## config.mk

```make
export PLATFORM = sky130hd
export DESIGN_NAME = adc_sampler
export DESIGN_NICKNAME = d
export VERILOG_FILES = /design/src/rtl/adc_sampler.sv
export SDC_FILE = /design/constraint.sdc
export NUM_CORES = 1
export LEC_CHECK = 0
export BUFFER_PORTS_ARGS = -buffer_cell sky130_fd_sc_hd__buf_2
export CORE_MARGIN = 3
export CORE_UTILIZATION = 60
export CTS_BUF_LIST = sky130_fd_sc_hd__clkbuf_8 sky130_fd_sc_hd__clkbuf_16
export DETAILED_ROUTE_END_ITERATION = 8
export PLACE_DENSITY = 0.88
export REMOVE_ABC_BUFFERS = 1
export SLEW_MARGIN = 20
export SYNTH_ARGS = -nofsm -noshare
export SYNTH_HDL_FRONTEND = slang
export SYNTH_SLANG_ARGS = --single-unit
```

## constraint.sdc

```tcl
create_clock -name clk -period 6.2 [get_ports clk]
set_input_delay 0.62 -clock clk [delete_from_list [all_inputs] [get_ports clk]]
set_output_delay 0.62 -clock clk [all_outputs]
set_load 0.02 [all_outputs]
```

## src/rtl/adc_sampler.sv

```systemverilog
// adc_sampler
//   Free-running SPI master for a dual-channel 12-bit MCP3202 ADC.
//   Conversions alternate CH0 (player 1) and CH1 (player 2). Each channel is
//   box-car averaged over 2^AVG_LOG2 samples. Both averaged codes are
//   registered outputs with a one-cycle update strobe.
//
//   Ports:
//     clk          - system clock
//     reset        - synchronous, active-high reset
//     miso         - ADC DOUT
//     sck          - SPI clock, mode 0, idles low
//     cs_n         - ADC chip select, active low
//     mosi         - ADC DIN
//     p1data       - averaged CH0 code
//     p2data       - averaged CH1 code
//     sample_valid - one-cycle pulse when p1data/p2data update
//
//   Frame timing, in clk cycles:
//     CS_HIGH  2*CLKDIV  (cs_n high)
//     SHIFT    34*CLKDIV (cs_n low; 17 SCK periods of CLKDIV low + CLKDIV high)
//     CAPTURE  1         (cs_n high; accumulate and, at batch end, publish)
//   Frame period is therefore 36*CLKDIV + 1 cycles.
//
//   The FSM state is held in state_q so that checkers can bind to it.
module adc_sampler #(
    parameter int CLKDIV   = 32,
    parameter int AVG_LOG2 = 2
) (
    input  logic        clk,
    input  logic        reset,
    input  logic        miso,
    output logic        sck,
    output logic        cs_n,
    output logic        mosi,
    output logic [11:0] p1data,
    output logic [11:0] p2data,
    output logic        sample_valid
);

    localparam int CNT_W = $clog2(2 * CLKDIV) + 1;
    localparam int ACC_W = 12 + AVG_LOG2;
    localparam int FRM_W = AVG_LOG2 + 1;

    localparam logic [CNT_W-1:0] HALF_LAST = CNT_W'(CLKDIV - 1);
    localparam logic [CNT_W-1:0] GAP_LAST  = CNT_W'(2 * CLKDIV - 1);
    // A batch is 2*2^AVG_LOG2 frames; the last one is always a CH1 frame.
    localparam logic [FRM_W-1:0] FRM_LAST  = FRM_W'((2 << AVG_LOG2) - 1);

    typedef enum logic [1:0] {
        CS_HIGH = 2'd0,
        SHIFT   = 2'd1,
        CAPTURE = 2'd2
    } state_t;

    state_t             state_q, state_d;
    logic [CNT_W-1:0]   cnt_q, cnt_d;
    logic [4:0]         bit_q, bit_d;      // current SCK bit k, 1..17
    logic               sck_q, sck_d;
    logic               cs_n_q, cs_n_d;
    logic               mosi_q, mosi_d;
    logic               chan_q, chan_d;    // 0 = CH0, 1 = CH1
    logic [11:0]        shift_q, shift_d;
    logic [ACC_W-1:0]   acc0_q, acc0_d;
    logic [ACC_W-1:0]   acc1_q, acc1_d;
    logic [FRM_W-1:0]   frm_q, frm_d;
    logic [11:0]        p1_q, p1_d;
    logic [11:0]        p2_q, p2_d;
    logic               valid_q, valid_d;

    // acc1 including the code of the frame being captured; p2data at batch
    // end must see this frame's sample.
    logic [ACC_W-1:0]   acc1_sum;

    // Command bits on DIN: start, SGL, ODD (channel), MSBF, then zeros.
    function automatic logic mosi_for(input logic [4:0] k, input logic ch);
        logic b;
        b = 1'b0;
        case (k)
            5'd1:    b = 1'b1;
            5'd2:    b = 1'b1;
            5'd3:    b = ch;
            5'd4:    b = 1'b1;
            default: b = 1'b0;
        endcase
        return b;
    endfunction

    assign acc1_sum = acc1_q + ACC_W'(shift_q);

    always_comb begin
        state_d = state_q;
        cnt_d   = cnt_q;
        bit_d   = bit_q;
        sck_d   = sck_q;
        cs_n_d  = cs_n_q;
        mosi_d  = mosi_q;
        chan_d  = chan_q;
        shift_d = shift_q;
        acc0_d  = acc0_q;
        acc1_d  = acc1_q;
        frm_d   = frm_q;
        p1_d    = p1_q;
        p2_d    = p2_q;
        valid_d = 1'b0;

        case (state_q)
            CS_HIGH: begin
                cs_n_d = 1'b1;
                sck_d  = 1'b0;
                if (cnt_q == GAP_LAST) begin
                    // cs_n falls together with the first command bit.
                    state_d = SHIFT;
                    cnt_d   = '0;
                    cs_n_d  = 1'b0;
                    bit_d   = 5'd1;
                    mosi_d  = mosi_for(5'd1, chan_q);
                end else begin
                    cnt_d = cnt_q + CNT_W'(1);
                end
            end

            SHIFT: begin
                if (cnt_q == HALF_LAST) begin
                    cnt_d = '0;
                    if (!sck_q) begin
                        // Rising SCK edge: data bits B11..B0 arrive on k=6..17.
                        sck_d = 1'b1;
                        if (bit_q >= 5'd6) begin
                            shift_d = {shift_q[10:0], miso};
                        end
                    end else begin
                        // Falling SCK edge: end of bit k, DIN moves to k+1.
                        sck_d = 1'b0;
                        if (bit_q == 5'd17) begin
                            state_d = CAPTURE;
                            cs_n_d  = 1'b1;
                            mosi_d  = 1'b0;
                        end else begin
                            bit_d  = bit_q + 5'd1;
                            mosi_d = mosi_for(bit_q + 5'd1, chan_q);
                        end
                    end
                end else begin
                    cnt_d = cnt_q + CNT_W'(1);
                end
            end

            CAPTURE: begin
                state_d = CS_HIGH;
                cnt_d   = '0;
                chan_d  = ~chan_q;
                if (chan_q) begin
                    acc1_d = acc1_sum;
                end else begin
                    acc0_d = acc0_q + ACC_W'(shift_q);
                end
                if (frm_q == FRM_LAST) begin
                    p1_d    = acc0_q[ACC_W-1:AVG_LOG2];
                    p2_d    = acc1_sum[ACC_W-1:AVG_LOG2];
                    valid_d = 1'b1;
                    acc0_d  = '0;
                    acc1_d  = '0;
                    frm_d   = '0;
                end else begin
                    frm_d = frm_q + FRM_W'(1);
                end
            end

            default: begin
                state_d = CS_HIGH;
                cnt_d   = '0;
            end
        endcase
    end

    always_ff @(posedge clk) begin
        if (reset) begin
            state_q <= CS_HIGH;
            cnt_q   <= '0;
            bit_q   <= '0;
            sck_q   <= 1'b0;
            cs_n_q  <= 1'b1;
            mosi_q  <= 1'b0;
            chan_q  <= 1'b0;
            shift_q <= '0;
            acc0_q  <= '0;
            acc1_q  <= '0;
            frm_q   <= '0;
            p1_q    <= '0;
            p2_q    <= '0;
            valid_q <= 1'b0;
        end else begin
            state_q <= state_d;
            cnt_q   <= cnt_d;
            bit_q   <= bit_d;
            sck_q   <= sck_d;
            cs_n_q  <= cs_n_d;
            mosi_q  <= mosi_d;
            chan_q  <= chan_d;
            shift_q <= shift_d;
            acc0_q  <= acc0_d;
            acc1_q  <= acc1_d;
            frm_q   <= frm_d;
            p1_q    <= p1_d;
            p2_q    <= p2_d;
            valid_q <= valid_d;
        end
    end

    assign sck          = sck_q;
    assign cs_n         = cs_n_q;
    assign mosi         = mosi_q;
    assign p1data       = p1_q;
    assign p2data       = p2_q;
    assign sample_valid = valid_q;

endmodule

```

# Word-level counts from Yosys, hierarchy flattened
# Index checks and enable logic that the tools add are counted.
dict set report word_totals {
  ff_bits 86
  inputBits 3
  output_inout_bits 28
  elab_cells 86
}
dict set report op_classes {
  n_addsub 5
  n_lt_le_gt_ge 1
  n_eq_ne 16
  n_mux 33
  n_bitwise 3
  n_reduce_logical 14
}
# cell count
set op_table {}
lappend op_table {{two-way mux 14 bit} 4}
lappend op_table {{adder 14 x 12 -> 14 bit} 2}
lappend op_table {{two-way mux 5 bit} 4}
lappend op_table {{AND reduction 4 bit} 4}
lappend op_table {{two-way mux 7 bit} 2}
lappend op_table {{one-hot mux 7 bit (2 select lines)} 1}
lappend op_table {{two-way mux 1 bit} 11}
lappend op_table {{equality test 5 x 2 -> 1 bit (second input constant)} 2}
lappend op_table {{inequality test 2 bit (second input constant)} 5}
lappend op_table {{one-hot mux 5 bit (2 select lines)} 1}
lappend op_table {{two-way mux 2 bit} 4}
lappend op_table {{one-hot mux 1 bit (2 select lines)} 4}
lappend op_table {{AND reduction 2 bit} 4}
lappend op_table {{adder 7 x 1 -> 7 bit (second input constant)} 1}
lappend op_table {{equality test 7 x 5 -> 1 bit (second input constant)} 1}
lappend op_table {{equality test 7 x 6 -> 1 bit (second input constant)} 1}
lappend op_table {{adder 5 x 1 -> 5 bit (second input constant)} 1}
lappend op_table {{equality test 5 x 1 -> 1 bit (second input constant)} 1}
lappend op_table {{equality test 5 x 3 -> 1 bit (second input constant)} 1}
lappend op_table {{equality test 5 bit (second input constant)} 1}
lappend op_table {{greater-or-equal comparator 5 x 3 -> 1 bit (second input constant)} 1}
lappend op_table {{AND reduction 5 bit} 1}
lappend op_table {{one-hot mux 2 bit (2 select lines)} 1}
lappend op_table {{nonzero test 2 bit} 2}
lappend op_table {{10 further kinds} 12}

# Longest topological paths before layout
# Gate-level depths: netlist of run 1.
dict set report logic_depth {
  word_depth 8
  depth_mapped 9
  depth_no_buf 8
}

# Least setup slack after synthesis of run 1
# No wires, ideal clock.
dict set report synth_path {
  path_type {register to register}
  from {reg shift_q[1]}
  to {reg acc0_q[9]}
  setup_ns 0.117
  arrival_time_ns 2.067
  required_ns 6.083
  path_slack_ns 4.016
  stages_incl_launch_ff 8
  n_path_buf 0
  period_less_slack_ns 2.184
  path_cell_list {dfxtp_1 ha_1 a21o_1 a21o_1 a211o_1 and3_1 or3_1 a32o_1}
}
dict set report synth_via {
  elab_chain_cells 3
}
# item line_no
set synth_rtl {}
lappend synth_rtl {{start, declared} 62} ;# logic [11:0] shift_q, shift_d;
lappend synth_rtl {{start signal, assigned} 200} ;# shift_q <= shift_d;
lappend synth_rtl {{adder 14 x 12 -> 14 bit} 155} ;# acc0_d = acc0_q + ACC_W'(shift_q);
lappend synth_rtl {{two-way mux 14 bit} 152} ;# if (chan_q) begin
lappend synth_rtl {{two-way mux 14 bit} 157} ;# if (frm_q == FRM_LAST) begin
lappend synth_rtl {{end signal, assigned} 186} ;# acc0_q <= '0;
lappend synth_rtl {{end signal, assigned} 201} ;# acc0_q <= acc0_d;
lappend synth_rtl {{end, declared} 63} ;# logic [ACC_W-1:0] acc0_q, acc0_d;
# Every way passes these cells. The select of a mux whose other input is x is not followed.
# A chain may end at the register's enable or synchronous reset.

# Worst setup path in the final report of run 1
dict set report layout_path {
  from {reg shift_q[0]}
  to {reg p2_q[10] (netlist: p2data[10])}
}
dict set report layout_via {
  elab_chain_cells 1
}
# item line_no
set layout_rtl {}
lappend layout_rtl {{adder 14 x 12 -> 14 bit} 88} ;# assign acc1_sum = acc1_q + ACC_W'(shift_q);
lappend layout_rtl {{end signal, assigned} 205} ;# p2_q <= p2_d;
lappend layout_rtl {{end, declared} 67} ;# logic [11:0] p2_q, p2_d;
# Every way passes these cells.

==> flow_summary.ini, run 1 <==
[flow_run]
drv_cap = 0

[worst_hold_path]
min-delay-start = cnt_q[0]
hold_path_class = reg2reg
hold_end = cnt_q[0]
holdPathStages = 1

[logic_synthesis]
ys_ff_latch = 86
synth_top_area_share_pct = 39.16
synth_area_per_cell_um2 = 9.295
ys_seq_area_share_pct = 39.16
synth_flop_cell = dfxtp_1
synth.distinct_cells = 59
async_flop_share_pct = 0
syn_area_mm2 = 0.004397
synth_most_common_cell = dfxtp_1
synth_area_leader_cell = dfxtp_1
yosys-top-cells-count = 86 x dfxtp_1, 55 x nor2_1, 32 x ha_1, 28 x a22o_1, 25 x a21oi_1
synthTopCellsByArea = dfxtp_1 39%, ha_1 9.1%, a22o_1 5.6%
netlist_instances = 473
yosysWarnings = 0
synth_edf_count = 0

[sta]
tightest_slew_ps = 866.0
setup_viol_count_final = 0
fmax_ghz = 0.4108
final-hold-violation-count = 0
relSlewSlack_pct = 42.27
fin_crit_sh_pct = 39.26
final.min_clock_period_ps = 2434
clock_skew_ps = 16.18
setup_slack_ps = 3766
rsz0062_at_grt = no
drv_slew = 0
tns_ps = 0

[critical_path]
r2r-end = p2data[10]
cp.required_ps = 6460
cp-start-kind = flop
crit_type = reg2reg
rr_worst_depth = 8
worstPathArrival_ps = 2700
reg2reg_slack_ps = 3770
critPathCaptureType = flop
rr_startpoint = shift_q[0]
path_max_fanout = 4

[grt]
grt_antenna_before_repair = 0
gr-total-overflow = 0
track_usage_pct = 23.93
grt_start_max_net_pins = 47
grt_pass1_vias = 3615
grt_pass1_wl_mm = 16.42

[drt]
first_pass_iters = 5
via_per_inst = 6.075
drc = 0
drt_iter0_drc = 201
wirelength_mm = 9.554
postRouteAntennaNets = 0
avgRoutedWirePerCell_um = 15.95
vias = 3639

[final_layout]
post-route-util_pct = 68.92
nets = 536
syn2layout_area_growth_pct = 8.850
drive_gt1_share_pct = 11.93
antenna_cells = 0

[cts]
cts_root_buf = clkbuf_8
clk_pin_slew_ps = 80
clock_path_buffers = 2
post_cts_buffers = 0
cts_buffers = 9
cts_resized = 0
cts_hold_buf = 0
cts_tree = yes
clk_latency_ps = 370
cts.sinks = 86
htreeDepth = 3

[power_and_ir_drop]
power_uw = 966.5
p_leak_uw = 0.002222
pwr_density_cell_mw_per_mm2 = 201.9
vdd_drop_max_mv = 0.1431

[floorplanning]
coreArea_mm2 = 0.006944
start_util_pct = 63.32
pin_count = 31
die_y_um = 91.60
dieArea_mm2 = 0.008391
placementRows = 30
die_w_um = 91.60

[outcome]
status = completed

[place]
dp_slack_ps = 3791
hpwl_mm = 6.984
gp_congestion = 0.8861
port-buffer-count = 30
## kinds of logic (layout without fill, tap and decap cells)
family / count (synthesis) / in the layout / synth area share, %
adder cells (fa/ha/maj): 34 / 34 / 10.02
AO/OA/AOI/OAI: 139 / 139 / 22.40
flip-flops: 86 / 86 / 39.16
XOR/XNOR: 25 / 25 / 4.980
AND/OR/NAND/NOR: 143 / 143 / 16.48
buffers and inverters: 30 / 60 / 3.330
multiplexers: 16 / 16 / 3.642
## placed cells by master, fill, tap and decap left out, types with 3 or more instances in the layout
cell / n
nor2b_1: 6
a22oi_1: 13
o21bai_1: 3
o21a_1: 3
nand3_1: 10
ha_1: 32
nand2_1: 24
a211o_1: 3
a21o_1: 13
o21ai_0: 19
a22o_1: 28
buf_2: 30
nand4_1: 3
nor3_1: 6
or3_1: 3
and2_1: 4
inv_1: 13
clkbuf_8: 10
nand2b_1: 6
a211oi_1: 9
xor2_1: 11
a32oi_1: 4
nor2_1: 55
a21oi_1: 24
dfxtp_1: 86
nor4_1: 3
o31ai_1: 5
xnor2_1: 14
and3_1: 7
mux2i_1: 16
## flip-flops by register name, indices dropped and copies added, names as in the netlist
name,flops
acc0_q,14
acc1_q,14
bit_q,5
chan_q,1
cnt_q,7
cs_n,1
frm_q,3
mosi,1
p1data,12
p2data,12
sample_valid,1
sck,1
shift_q,12
state_q,2
## worst max path at each step
stage	start	to	slack, ps	cells after the start
3_3_place_gp	shift_q[0]	p2data[10]	3840	8
2_1_floorplan	frm_q[0]	p1data[0]	4000	4
5_1_grt	state_q[1]	acc1_q[13]	3620	6
6_report	shift_q[0]	p2data[10]	3770	8
3_5_place_dp	shift_q[0]	p2data[10]	3790	8
4_1_cts	shift_q[0]	p2data[10]	3770	8
## per-layer routing
layer  vias to the layer above  share of wire (%)  GRT usage [%]
li1                       1785                  -              -
met1                      1703                 42          28.59
met3                        15                7.0          6.794
met4                         0                1.2          7.915
met5                         -                  0              0
met2                       136                 50          41.08
## power breakdown
| group | leakage [uW] | internal [uW] | switching (uW) |
|---|---|---|---|
| combinational | 0.00143 | 3.44 | 11.6 |
| clock | 0.0000983 | 196 | 201 |
| sequential | 0.000693 | 553 | 1.43 |
## critical path, cell delays in order, from the launching register on
cell and delay, ps:
dfxtp_1 350, ha_1 230, fa_1 400, a21oi_1 180, o22ai_1 130, o31ai_1 350
o21ai_0 270, xor2_1 200, a22o_1 210
## stage by stage
stage	instances	instance area (um2)	hold WS (ps)
6_report	599	4786	454.0
5_1_grt	599	4786	489.5
4_1_cts	599	4786	459.1
3_5_place_dp	584	4588	448.1
3_3_place_gp	584	4588	433.6
2_1_floorplan	456	4299	417.5
## layout make-up
| type | count | area (um2) |
|---|---|---|
| Multi-Input combinational cell | 357 | 2532 |
| Clock inverter | 5 | 60.06 |
| Tap cell | 96 | 120.1 |
| Sequential cell | 86 | 1722 |
| Inverter | 13 | 48.80 |
| Fill cell | 531 | 2158 |
| Clock buffer | 10 | 137.6 |
| Timing Repair Buffer | 32 | 165.2 |
(Power assumes the default switching activity.)
==> run 2, diff against run 1 <==
- CORE_UTILIZATION: 60 -> 54
- PLACE_DENSITY: 0.88 -> 0.84
- clock period: 6.2 -> 2 ns (I/O delays scaled with it)
==> run 2 against run 1 <==
  * The run now ends with negative setup slack left
  * First-iteration DRC count shrank 11%
  * Critical path depth shrank 1
  * Critical endpoint is now acc1_q[13]
  * Sequential cell count is the same
  * Critical path type unchanged
  * Sequential power grew to 3.1 times the previous value
==> flow_summary.ini, run 2 (synthesis gave the netlist of run 1 again) <==
[outcome]
status = finished, violations left
failed_checks = negative setup slack

[final_layout]
nets = 596
mostFrequentLayoutCell = dfxtp_1
largestRegisters = acc0_q x14, acc1_q x14
fillers = 573
regArea_mm2 = 0.001739
post-route-util_pct = 70.21
antenna_cells = 0
syn2layout_area_growth_pct = 24.67
most-common-layout-cells = 76 x dfxtp_1, 60 x buf_4, 53 x nor2_1
multiInputGateArea_mm2 = 0.002751
drive_gt1_share_pct = 28.72

[drt]
vias = 3967
wirelength_mm = 11.37
first_pass_iters = 5
avgRoutedWirePerCell_um = 17.07
drc = 0
postRouteAntennaNets = 0
drt_iter0_drc = 178
via_per_inst = 5.956

[critical_path]
crit_type = reg2reg
critPathLaunch = shift_q[5]
cp-start-kind = flop
cp.required_ps = 2250
path_max_fanout = 4
worstPathArrival_ps = 2360
rr_worst_depth = 7
rr_startpoint = shift_q[5]
critPathCaptureType = flop

[sta]
relSlewSlack_pct = 70.42
clock_skew_ps = 14.66
setup_viol_count_final = 8
drv_slew = 0
fin_crit_sh_pct = 105.6
rsz0062_at_grt = yes
whs_ps = 94.78
setup_slack_ps = -111.2
tightest_slew_ps = 437.4
final.min_clock_period_ps = 2111
fmax_ghz = 0.4737
final-hold-violation-count = 0

[worst_hold_path]
hold_path_class = in2reg
min-delay-start = miso
holdPathStages = 3

[place]
gp_congestion = 1.016
hpwl_mm = 7.630
dp_slack_ps = -372.2
port-buffer-count = 30

[cts]
clk_latency_ps = 370
cts.sinks = 86
cts_buffers = 9
htreeDepth = 3
cts_root_buf = clkbuf_8
clock_path_buffers = 2
cts_tree = yes
clk_pin_slew_ps = 100

[grt]
grt_pass1_wl_mm = 17.88
grt_antenna_before_repair = 0
track_usage_pct = 24.68
gr-total-overflow = 0
grt_start_max_net_pins = 21
grt_pass1_vias = 3836

[floorplanning]
pin_count = 31
placementRows = 32
coreArea_mm2 = 0.007807
die_y_um = 96.24
start_util_pct = 56.31
dieArea_mm2 = 0.009261
die_w_um = 96.24

[power_and_ir_drop]
p_leak_uw = 0.002527
pwr_density_cell_mw_per_mm2 = 546.3
vdd_drop_max_mv = 0.3318

[flow_run]
drv_cap = 0
[run 2: cell types whose count changed in the layout (fill, tap and decap cells not counted), moves of 7 or more]
cell	delta
ha_1	-8
buf_4	+58
ha_4	+7
a21oi_1	-7
dfxtp_2	+8
dfxtp_1	-10
[run 2: per-stage QoR]
| step | TNS (ps) | power (uW) | instances | area (um2) |
|---|---|---|---|---|
| 3_5_place_dp | -2331 | 1821 | 640 | 4971 |
| 4_1_cts | -256.6 | 2976 | 663 | 5376 |
| 3_3_place_gp | -1608 | 1818 | 640 | 4971 |
| 5_1_grt | -1411 | 3079 | 666 | 5482 |
| 6_report | -435.3 | 2995 | 666 | 5482 |
| 2_1_floorplan | -5706 | 1782 | 456 | 4299 |
[run 2: final cells by class]
class,instances,share of cell area (%)
Multi-Input combinational cell,357,50.19
Sequential cell,86,31.73
Timing Repair Buffer,92,11.37
Clock buffer,10,2.511
Tap cell,102,2.328
Clock inverter,6,0.9815
Inverter,13,0.8902
[run 2: layer usage]
layer	share of wire (%)	GRT usage, %	vias to the layer above	wire, um
met1	43	30.94	1905	4896
met4	2.1	9.005	0	244
met5	0	0	-	0
li1	-	-	1903	-
met3	5.4	4.613	29	619
met2	49	41.98	130	5606
[run 2: power by group]
part           total, uW  internal [uW]  switching [uW]  leakage, uW
combinational       67.4           23.3            44.1      0.00173
sequential          1720           1710            6.12     0.000698
clock               1210            508             699    0.0000954
[run 2: timing repair]
action	4_1_cts	5_1_grt
gates resized for setup	37	21
hold buffers	0	0
buffers inserted	7	3
pin swaps	28	11
endpoints found under the setup margin	23	25
[run 2: path summary, 6_finish.rpt]
path	to	slack, ps
min	shift_q[0]	90
max reg2reg	acc1_q[13]	-110
max	acc1_q[13]	-110
min reg2reg	p2data[0]	480
[run 2: critical path, cell delays in order, from the launching register on]
cell and delay (ps):
dfxtp_1 380, ha_1 320, a21oi_2 180, o21ai_1 120, nor2b_1 180, o41a_1 450, a31oi_1 230, o31ai_1 140
==> run 3, diff against run 2 <==
- PLACE_DENSITY: 0.84 -> 0.87
==> run 3 against run 2 <==
  * The flow still finishes with violations (negative setup slack)
  * Cell area is 1.7% higher
  * Clock power barely moved
  * Non-clock buffer count rose by 2
  * Clock skew is 3.4 ps lower
  * Via count up 2.5%
  * Critical path depth is the same
  * Largest power group unchanged
  * Die area stayed put
  * First-iteration DRC count is 31% higher
  * Routed wire length grew 2.2%
==> flow_summary.ini, run 3 (synthesis gave the netlist of run 1 again) <==
[outcome]
status = finished, violations left
failed_checks = negative setup slack

[sta]
tns_ps = -335.7
final.min_clock_period_ps = 2079
setup_slack_ps = -79.46
fin_crit_sh_pct = 104.0
final-hold-violation-count = 0
clock_skew_ps = 11.24
drv_slew = 0
relSlewSlack_pct = 64.51
setup_viol_count_final = 9
rsz0062_at_grt = yes
fmax_ghz = 0.4809
tightest_slew_ps = 530.4

[critical_path]
worstPathArrival_ps = 2340
cp.required_ps = 2260
crit_type = reg2reg
path_max_fanout = 5
critPathCaptureType = flop
rr_worst_depth = 7
cp-start-kind = flop

[cts]
cts_root_buf = clkbuf_8
cts_tree = yes
clk_latency_ps = 370
cts.sinks = 86
htreeDepth = 3
clock_path_buffers = 2
cts_buffers = 9
clk_pin_slew_ps = 90

[floorplanning]
dieArea_mm2 = 0.009261
pin_count = 31
placementRows = 32
die_y_um = 96.24
die_w_um = 96.24
coreArea_mm2 = 0.007807
start_util_pct = 56.31

[drt]
drc = 0
via_per_inst = 6.090
drt_iter0_drc = 233
vias = 4068
wirelength_mm = 11.61
postRouteAntennaNets = 0
first_pass_iters = 6
avgRoutedWirePerCell_um = 17.38

[final_layout]
mostFrequentLayoutCell = dfxtp_1
antenna_cells = 0
regArea_mm2 = 0.001742
fillers = 525
drive_gt1_share_pct = 29.86
most-common-layout-cells = 76 x dfxtp_1, 58 x buf_4, 53 x nor2_1
stdcell_count = 668
syn2layout_area_growth_pct = 26.81
multiInputGateArea_mm2 = 0.002813
largestRegisters = acc0_q x14, acc1_q x14
nets = 598

[place]
port-buffer-count = 30
placed_cells = 642
gp_congestion = 0.9119
hpwl_mm = 7.671

[grt]
grt_antenna_before_repair = 0
grt_pass1_wl_mm = 18.11
met1_usage_pct = 30.33
gr-total-overflow = 0
track_usage_pct = 24.91
grt_pass1_vias = 3915
grt_start_max_net_pins = 26
grt_busiest_layer = met2
met2_usage_pct = 42.55
grt_use_met3_pct = 5.004

[flow_run]
drv_cap = 0

[worst_hold_path]
hold_path_class = in2reg
holdPathStages = 3

[power_and_ir_drop]
p_leak_uw = 0.002537
vdd_drop_max_mv = 0.3457
pwr_density_cell_mw_per_mm2 = 534.6
## run 3: changes by cell type in the layout (fill, tap and decap cells not counted), moves of 2 or more
cell	previous run	this run
buf_4	60	58
buf_6	2	6
a21oi_2	7	4
a21oi_4	1	3
## run 3: worst max-delay path, stage by stage (launching register included)
cell and delay [ps]:
dfxtp_4 390, buf_6 130, fa_2 380, a21o_1 160
a21o_1 180, a211oi_2 270, nor2_1 120, o41ai_1 360
## run 3: stage by stage
step	instance area (um2)	hold slack, ps	worst slack, ps	power [uW]	utilization [%]
2_1_floorplan	4299	269.1	-197.9	1782	-
3_3_place_gp	4986	427.9	-209.9	1816	63.86
6_report	5575	120.2	-79.46	2980	71.41
5_1_grt	5575	155.6	-160.0	3074	71.41
4_1_cts	5310	89.56	-64.19	2984	68.01
3_5_place_dp	4986	444.9	-307.2	1818	63.86
## run 3: power by group
part	internal, uW	leakage [uW]	switching (uW)
sequential	1710	0.000698	6.16
clock	507	0.0000954	692
combinational	20.7	0.00174	41.2
total	2240	0.00254	740
## run 3: final cells by class
cell class | count | area share [%]
Timing Repair Buffer | 94 | 11.71
Tap cell | 102 | 2.289
Clock buffer | 10 | 2.469
Inverter | 13 | 0.8752
Clock inverter | 6 | 0.9650
Multi-Input combinational cell | 357 | 50.45
Sequential cell | 86 | 31.24
## run 3: worst paths after layout
check             start          to  slack, ps
max reg2reg  shift_q[1]   acc0_q[8]        -80
max          shift_q[1]   acc0_q[8]        -80
min reg2reg    cnt_q[0]    cnt_q[0]        450
min                miso  shift_q[0]        120
## run 3: metal layers
layer  vias up  part of all wire, %  wire length, um
met1      1941                   41             4738
met3        37                  6.5              757
met4         0                  2.7              315
met2       177                   50             5801
li1       1913                    -                -
met5         -                    0                0
## run 3: repair_timing
action / in CTS / in global routing
setup buffers: 6 / 5
hold buffers: 0 / 0
pin swaps: 15 / 24
cloned: 0 / 0
endpoints found under the setup margin: 21 / 33
gates resized for setup: 24 / 47
